<file path="src/rtl/uart_pkg.sv">
// Shared UART package: runtime frame configuration, FSM state encoding and
// the parity helper used by both the transmitter and the receiver.
package uart_pkg;

    localparam int UART_OVS = 16;

    typedef struct packed {
        logic [3:0] data_len;      // 5..8
        logic       parity_en;
        logic       parity_even;
        logic [1:0] stop_len;      // 1..2
    } uart_config;

    typedef enum logic [2:0] {
        IDLE   = 3'd0,
        START  = 3'd1,
        DATA   = 3'd2,
        PARITY = 3'd3,
        STOP   = 3'd4
    } uart_states;

    // Parity bit that makes the total count of ones even (or odd).
    function automatic logic calc_parity(input logic       parity_en,
                                         input logic       parity_even,
                                         input logic [7:0] bits);
        if (!parity_en)
            return 1'b0;
        return parity_even ? ^bits : ~^bits;
    endfunction

endpackage

</file>
<file path="src/rtl/uart_rx_sync.sv">
// Serial input synchronizer; with UART_RX_MAJORITY_EN defined it also forms
// the 2-of-3 vote of the synchronized line over ticks OVS/2-2 .. OVS/2.
module uart_rx_sync
    import uart_pkg::*;
#(
    parameter int OVS = UART_OVS
) (
    input  logic       clk,
    input  logic       rst,
    input  logic       pls_rx,
    input  logic [3:0] ovscnt,
    input  logic       rxd,
    output logic       rxd_s,
    output logic       sample
);

    logic [1:0] sync_reg;

    always_ff @(posedge clk) begin
        if (rst)
            sync_reg <= 2'b11;
        else
            sync_reg <= {sync_reg[0], rxd};
    end

    assign rxd_s = sync_reg[1];

`ifdef UART_RX_MAJORITY_EN
    localparam logic [3:0] VOTE_A_TICK = 4'(OVS / 2 - 2);
    localparam logic [3:0] VOTE_B_TICK = 4'(OVS / 2 - 1);

    logic vote_a_reg;
    logic vote_b_reg;

    always_ff @(posedge clk) begin
        if (rst) begin
            vote_a_reg <= 1'b1;
            vote_b_reg <= 1'b1;
        end else if (pls_rx) begin
            if (ovscnt == VOTE_A_TICK)
                vote_a_reg <= rxd_s;
            if (ovscnt == VOTE_B_TICK)
                vote_b_reg <= rxd_s;
        end
    end

    // Third vote is the live sample at the decision tick.
    assign sample = (vote_a_reg & vote_b_reg) | (vote_a_reg & rxd_s) | (vote_b_reg & rxd_s);
`else
    logic unused_ok;
    assign unused_ok = ^{pls_rx, ovscnt};
    assign sample    = rxd_s;
`endif

endmodule

</file>
<file path="src/rtl/uart_rx.sv">
// UART receiver: 16x oversampled frame reassembly with hold/ack handshake.
// Define UART_RX_MAJORITY_EN to sample each bit by 3-tick majority vote.
module uart_rx
    import uart_pkg::*;
#(
    parameter int OVS = UART_OVS
) (
    input  logic       clk,
    input  logic       rst,
    input  logic       pls_rx,
    input  logic       uart_rxd,
    input  uart_config ucfg,
    input  logic       ack_rx,
    output logic [7:0] data,
    output logic       valid_rx,
    output logic       parity_err,
    output logic       frame_err,
    output logic       overrun_err,
    output logic       busy_rx
);

    localparam logic [3:0] LAST_TICK = 4'(OVS - 1);
`ifdef UART_RX_MAJORITY_EN
    localparam logic [3:0] SMP_TICK = 4'(OVS / 2);
`else
    localparam logic [3:0] SMP_TICK = 4'(OVS / 2 - 1);
`endif

    uart_states state_reg;
    logic [3:0] ovscnt_reg;
    logic [3:0] bitcnt_reg;
    logic [7:0] rsr_reg;
    logic       armed_reg;
    logic       perr_frm_reg;
    logic       ferr_frm_reg;
    logic [7:0] data_reg;
    logic       valid_reg;
    logic       parity_err_reg;
    logic       frame_err_reg;
    logic       overrun_reg;

    logic       rxd_s;
    logic       sample;
    logic       smp_now;
    logic       bit_end;
    logic [3:0] last_data;
    logic [3:0] last_stop;
    logic       complete;
    logic       hold;

    uart_rx_sync #(.OVS(OVS)) u_sync (
        .clk    (clk),
        .rst    (rst),
        .pls_rx (pls_rx),
        .ovscnt (ovscnt_reg),
        .rxd    (uart_rxd),
        .rxd_s  (rxd_s),
        .sample (sample)
    );

    assign smp_now   = pls_rx && (ovscnt_reg == SMP_TICK);
    assign bit_end   = pls_rx && (ovscnt_reg == LAST_TICK);
    assign last_data = ucfg.data_len - 4'd1;
    assign last_stop = {2'b00, ucfg.stop_len} - 4'd1;
    // Magnitude compares keep the FSM moving if ucfg changes mid-frame.
    assign complete  = (state_reg == STOP) && smp_now && (bitcnt_reg >= last_stop);
    assign hold      = valid_reg && !ack_rx;

    always_ff @(posedge clk) begin
        if (rst) begin
            state_reg    <= IDLE;
            ovscnt_reg   <= 4'd0;
            bitcnt_reg   <= 4'd0;
            rsr_reg      <= 8'd0;
            armed_reg    <= 1'b0;
            perr_frm_reg <= 1'b0;
            ferr_frm_reg <= 1'b0;
        end else begin
            if (pls_rx && state_reg != IDLE)
                ovscnt_reg <= ovscnt_reg + 4'd1;
            case (state_reg)
                IDLE: begin
                    if (pls_rx) begin
                        if (rxd_s) begin
                            armed_reg <= 1'b1;
                        end else if (armed_reg) begin
                            state_reg    <= START;
                            ovscnt_reg   <= 4'd0;
                            rsr_reg      <= 8'd0;
                            perr_frm_reg <= 1'b0;
                            ferr_frm_reg <= 1'b0;
                        end
                    end
                end
                START: begin
                    if (smp_now && sample) begin
                        state_reg <= IDLE;
                    end else if (bit_end) begin
                        state_reg  <= DATA;
                        bitcnt_reg <= 4'd0;
                    end
                end
                DATA: begin
                    if (smp_now && !bitcnt_reg[3])
                        rsr_reg[bitcnt_reg[2:0]] <= sample;
                    if (bit_end) begin
                        if (bitcnt_reg >= last_data) begin
                            state_reg  <= ucfg.parity_en ? PARITY : STOP;
                            bitcnt_reg <= 4'd0;
                        end else begin
                            bitcnt_reg <= bitcnt_reg + 4'd1;
                        end
                    end
                end
                PARITY: begin
                    if (smp_now)
                        perr_frm_reg <= (sample != calc_parity(ucfg.parity_en, ucfg.parity_even, rsr_reg));
                    if (bit_end) begin
                        state_reg  <= STOP;
                        bitcnt_reg <= 4'd0;
                    end
                end
                STOP: begin
                    if (smp_now) begin
                        if (!sample)
                            ferr_frm_reg <= 1'b1;
                        // A low final stop bit (break) must see idle high before re-arming.
                        if (bitcnt_reg >= last_stop) begin
                            state_reg <= IDLE;
                            armed_reg <= sample;
                        end
                    end else if (bit_end) begin
                        bitcnt_reg <= bitcnt_reg + 4'd1;
                    end
                end
                default: state_reg <= IDLE;
            endcase
        end
    end

    always_ff @(posedge clk) begin
        if (rst) begin
            data_reg       <= 8'd0;
            valid_reg      <= 1'b0;
            parity_err_reg <= 1'b0;
            frame_err_reg  <= 1'b0;
            overrun_reg    <= 1'b0;
        end else begin
            if (ack_rx && valid_reg) begin
                valid_reg   <= 1'b0;
                overrun_reg <= 1'b0;
            end
            // An ack in the same cycle frees the holding register first.
            if (complete) begin
                if (!hold) begin
                    data_reg       <= rsr_reg;
                    parity_err_reg <= perr_frm_reg;
                    frame_err_reg  <= ferr_frm_reg | ~sample;
                    valid_reg      <= 1'b1;
                end else begin
                    overrun_reg <= 1'b1;
                end
            end
        end
    end

    assign data        = data_reg;
    assign valid_rx    = valid_reg;
    assign parity_err  = parity_err_reg;
    assign frame_err   = frame_err_reg;
    assign overrun_err = overrun_reg;
    assign busy_rx     = (state_reg != IDLE);

endmodule
</file>
<file path="config.mk">
export PLATFORM = sky130hd
export DESIGN_NAME = uart_rx
export DESIGN_NICKNAME = d
export VERILOG_FILES = /design/src/rtl/uart_pkg.sv /design/src/rtl/uart_rx_sync.sv /design/src/rtl/uart_rx.sv
export SDC_FILE = /design/constraint.sdc
export NUM_CORES = 1
export LEC_CHECK = 0
export CAP_MARGIN = 10
export CORE_ASPECT_RATIO = 1.25
export CORE_UTILIZATION = 59
export CTS_CLUSTER_DIAMETER = 50
export DETAILED_ROUTE_END_ITERATION = 7
export GPL_TIMING_DRIVEN = 1
export PLACE_DENSITY = 0.88
export RECOVER_POWER = 100
export SETUP_SLACK_MARGIN = 0.2
export SYNTH_ARGS = -nofsm -noshare
export SYNTH_HDL_FRONTEND = slang
export SYNTH_SLANG_ARGS = --single-unit
</file>
<file path="constraint.sdc">
create_clock -name clk -period 5.8 [get_ports clk]
set_input_delay 0.58 -clock clk [delete_from_list [all_inputs] [get_ports clk]]
set_output_delay 0.58 -clock clk [all_outputs]
set_load 0.01 [all_outputs]
</file>
==> impl_metrics.env <==
export IMPL_layout_drive_gt1_share_pct=5.000
export IMPL_clock_sinks=36
export IMPL_yosys_area_top_type_share_pct=35.64
export IMPL_antenna_found_initial=0
export IMPL_clock_root_buffer="clkbuf_8"
export IMPL_fmax_ghz=0.3531
export IMPL_final_max_slew_viol_count=14
export IMPL_insertedDiodeCount=0
export IMPL_yosysSeqAreaShare_pct=35.64
export IMPL_path_delay_family="compound AO/OA/AOI/OAI gates"
export IMPL_r2r_start="state_reg[2]$_SDFFE_PP0P_"
export IMPL_synth_main_ff_cell="dfxtp_1"
export IMPL_overflow=0
export IMPL_hold_ws_ns=0.4145
export IMPL_viasPerCell=6.121
export IMPL_syn_nets=268
export IMPL_critPathLaunch="ucfg[0]"
export IMPL_numCtsBuffers=5
export IMPL_row_count=23
export IMPL_dr_pass1_iters=4
export IMPL_maxCapViolations=1
export IMPL_synth_avg_cell_area_um2=8.321
export IMPL_place_gp_congestion=0.9126
export IMPL_cp_end_kind="flop"
export IMPL_cts_clk_slew_worst_paths_ns=0.07
export IMPL_hpwl_um=3084
export IMPL_tns_ns=0
export IMPL_ys_types=45
export IMPL_final_cell_mix="dfxtp_1 (36), a21oi_1 (27), nor2_1 (19), nand3_1 (19), dlygate4sd3_1 (17)"
export IMPL_setup_viol=0
export IMPL_htreeDepth=2
export IMPL_synth_xor_area_share_pct=5.198
export IMPL_power_leakage_uw=0.0009346
export IMPL_placed_cells=289
export IMPL_clock_path_buffers=2
export IMPL_cp_buffers_inverters=2
export IMPL_synth_fa_ha_area_share_pct=7.426
export IMPL_fin_nets=284
export IMPL_hold_viol_final=0
export IMPL_coreArea_um2=3252
export IMPL_multi_input_area_um2=1176
export IMPL_critPathRequiredTime_ns=6.01
export IMPL_grtUsageTotal_pct=26.30
export IMPL_start_util_pct=62.18
export IMPL_area_growth_synth_to_final_pct=15.10
export IMPL_synth_area_top_cells="dfxtp_1 (36%), ha_1 (7.4%), a21oi_1 (6.7%)"
export IMPL_n_fill_cell=261
export IMPL_ys_ff_latch=36
export IMPL_grt_max_degree=24
export IMPL_fin_worst_skew_ns=0.005129
export IMPL_start_kind="input port"
export IMPL_rr_endpoint="rsr_reg[6]$_SDFFE_PP0P_"
export IMPL_violations="max-capacitance violations, max-slew violations"
export IMPL_grt_pass1_vias=1596
export IMPL_die_area_um2=3667
export IMPL_synth_simple_area_share_pct=23.08
export IMPL_fp_dieH_um=67.45
export IMPL_drtIter0Drc=84
export IMPL_crit_chain="dlygate4sd3_1, inv_1, ha_1, ha_1, a21o_1, a21o_1, a21oi_1, o21ai_0, a21oi_1"
export IMPL_drt_total_wl_um=4471
export IMPL_worstHoldPathType="reg -> reg"
export IMPL_antenna_left=0
export IMPL_period_minus_slack_ns=2.832
export IMPL_slowest_stage="a21oi_1"
export IMPL_register_area_um2=720.7
export IMPL_critical_path_cell_count=9
export IMPL_cts_tree="built"
export IMPL_port_buffer_count=25
export IMPL_die_width_um=54.36
export IMPL_r2r_slack_ns=3.22
export IMPL_grt_pass1_wl_um=6996
export IMPL_critical_path_class="in -> reg"
export IMPL_ys_warn_count=0
export IMPL_peakVddDrop_mv=0.2360
export IMPL_cts_hold_buf=0
export IMPL_cts_repair_resized=0
export IMPL_pwr_density_cell_nw_per_um2=238.3
export IMPL_synth_top_family_by_area="simple AND/OR/NAND/NOR gates"
export IMPL_postCtsSetupBuffers=0
export IMPL_rsz0062_at_grt="no"
export IMPL_synth_compound_gate_area_share_pct=18.25
export IMPL_relSlewSlack_pct=-4.707
export IMPL_synth_largest_area_cell="dfxtp_1"
export IMPL_fin_cells=297
export IMPL_synth_edf_count=0
export IMPL_async_flop_share_pct=0
export IMPL_worst_ep_arrival_time_ns=3.04
export IMPL_synthMuxAreaShare_pct=4.455
export IMPL_ios=26
export IMPL_synthCells=243
export IMPL_critPathCapture="data[2]$_SDFFE_PP0P_"
export IMPL_clk_latency_ns=0.29
export IMPL_worstMarginPinSlew_ns=1.557
export IMPL_final_common_cell="dfxtp_1"
export IMPL_wl_per_cell_um=15.05
export IMPL_status="finished with violations"
export IMPL_path_max_fanout=11
export IMPL_via_count=1818
export IMPL_fin_crit_sh_pct=48.82
export IMPL_critPathMaxStageDelay_ns=0.60
export IMPL_reg2regPathDepth=3
export IMPL_syn_area_um2=2022
export IMPL_drcViolationCount=0
==> kinds of logic after synthesis <==
kind of cell | Yosys count
DFF | 36
buffers and inverters | 26
xor gates and xnor gates | 12
adders and majority gates | 12
AOI/OAI and AO/OA | 61
and+or+nand+nor | 87
muxes | 9
==> report_power, final <==
group	switching, uW	leakage, uW	internal [uW]
Clock	91.5	0.0000516	97.0
Combinational	55.6	0.000592	46.4
Sequential	9.71	0.000291	254
Total	157	0.000935	398
==> metal layers <==
layer,wire (um),vias up,GRT usage [%]
met5,0,-,0
met1,1887,847,31.16
met4,159,0,13.14
li1,-,899,-
met3,233,15,5.631
met2,2191,57,43.60
==> stage by stage <==
| step | power [uW] | setup WS (ns) | cell area, um2 | util, % |
|---|---|---|---|---|
| after floorplan | 347.7 | 3.605 | 2022 | - |
| after global placement | 369.5 | 2.823 | 2236 | 68.76 |
| after detailed placement | 371.3 | 2.740 | 2236 | 68.76 |
| after CTS | 558.5 | 3.032 | 2332 | 71.72 |
| after global routing | 579.9 | 2.800 | 2327 | 71.57 |
| final | 554.5 | 2.968 | 2327 | 71.57 |
==> worst min path at each step <==
stage / end / cells past startpoint / slack [ns] / startpoint
after global routing: u_sync.sync_reg[1]$_SDFF_PP1_ / 1 / 0.45 / u_sync.sync_reg[0]$_SDFF_PP1_
after global placement: u_sync.sync_reg[1]$_SDFF_PP1_ / 1 / 0.39 / u_sync.sync_reg[0]$_SDFF_PP1_
after floorplan: u_sync.sync_reg[1]$_SDFF_PP1_ / 1 / 0.39 / u_sync.sync_reg[0]$_SDFF_PP1_
after detailed placement: u_sync.sync_reg[1]$_SDFF_PP1_ / 1 / 0.40 / u_sync.sync_reg[0]$_SDFF_PP1_
after CTS: u_sync.sync_reg[1]$_SDFF_PP1_ / 1 / 0.42 / u_sync.sync_reg[0]$_SDFF_PP1_
final: u_sync.sync_reg[1]$_SDFF_PP1_ / 1 / 0.41 / u_sync.sync_reg[0]$_SDFF_PP1_
==> Yosys cell counts (all sizes together) (3+ instances only) <==
master / count
a21o: 5
a21oi: 27
and2: 3
buf: 9
clkbuf: 7
dfxtp: 36
ha: 12
inv: 10
mux2i: 9
nand2: 11
nand2b: 4
nand3: 19
nand3b: 4
nor2: 19
nor3: 6
nor3b: 3
o21ai: 16
xnor2: 9
xor2: 3
==> cell type report <==
| class | instances | area share, % |
|---|---|---|
| inverter | 10 | 1.613 |
| clock buffer | 6 | 3.548 |
| timing repair buffer | 25 | 10.75 |
| clock inverter | 2 | 0.5914 |
| sequential | 36 | 30.97 |
| multi-input combinational | 181 | 50.54 |
| tap | 37 | 1.989 |
Power figures use the tool's default switching activity.
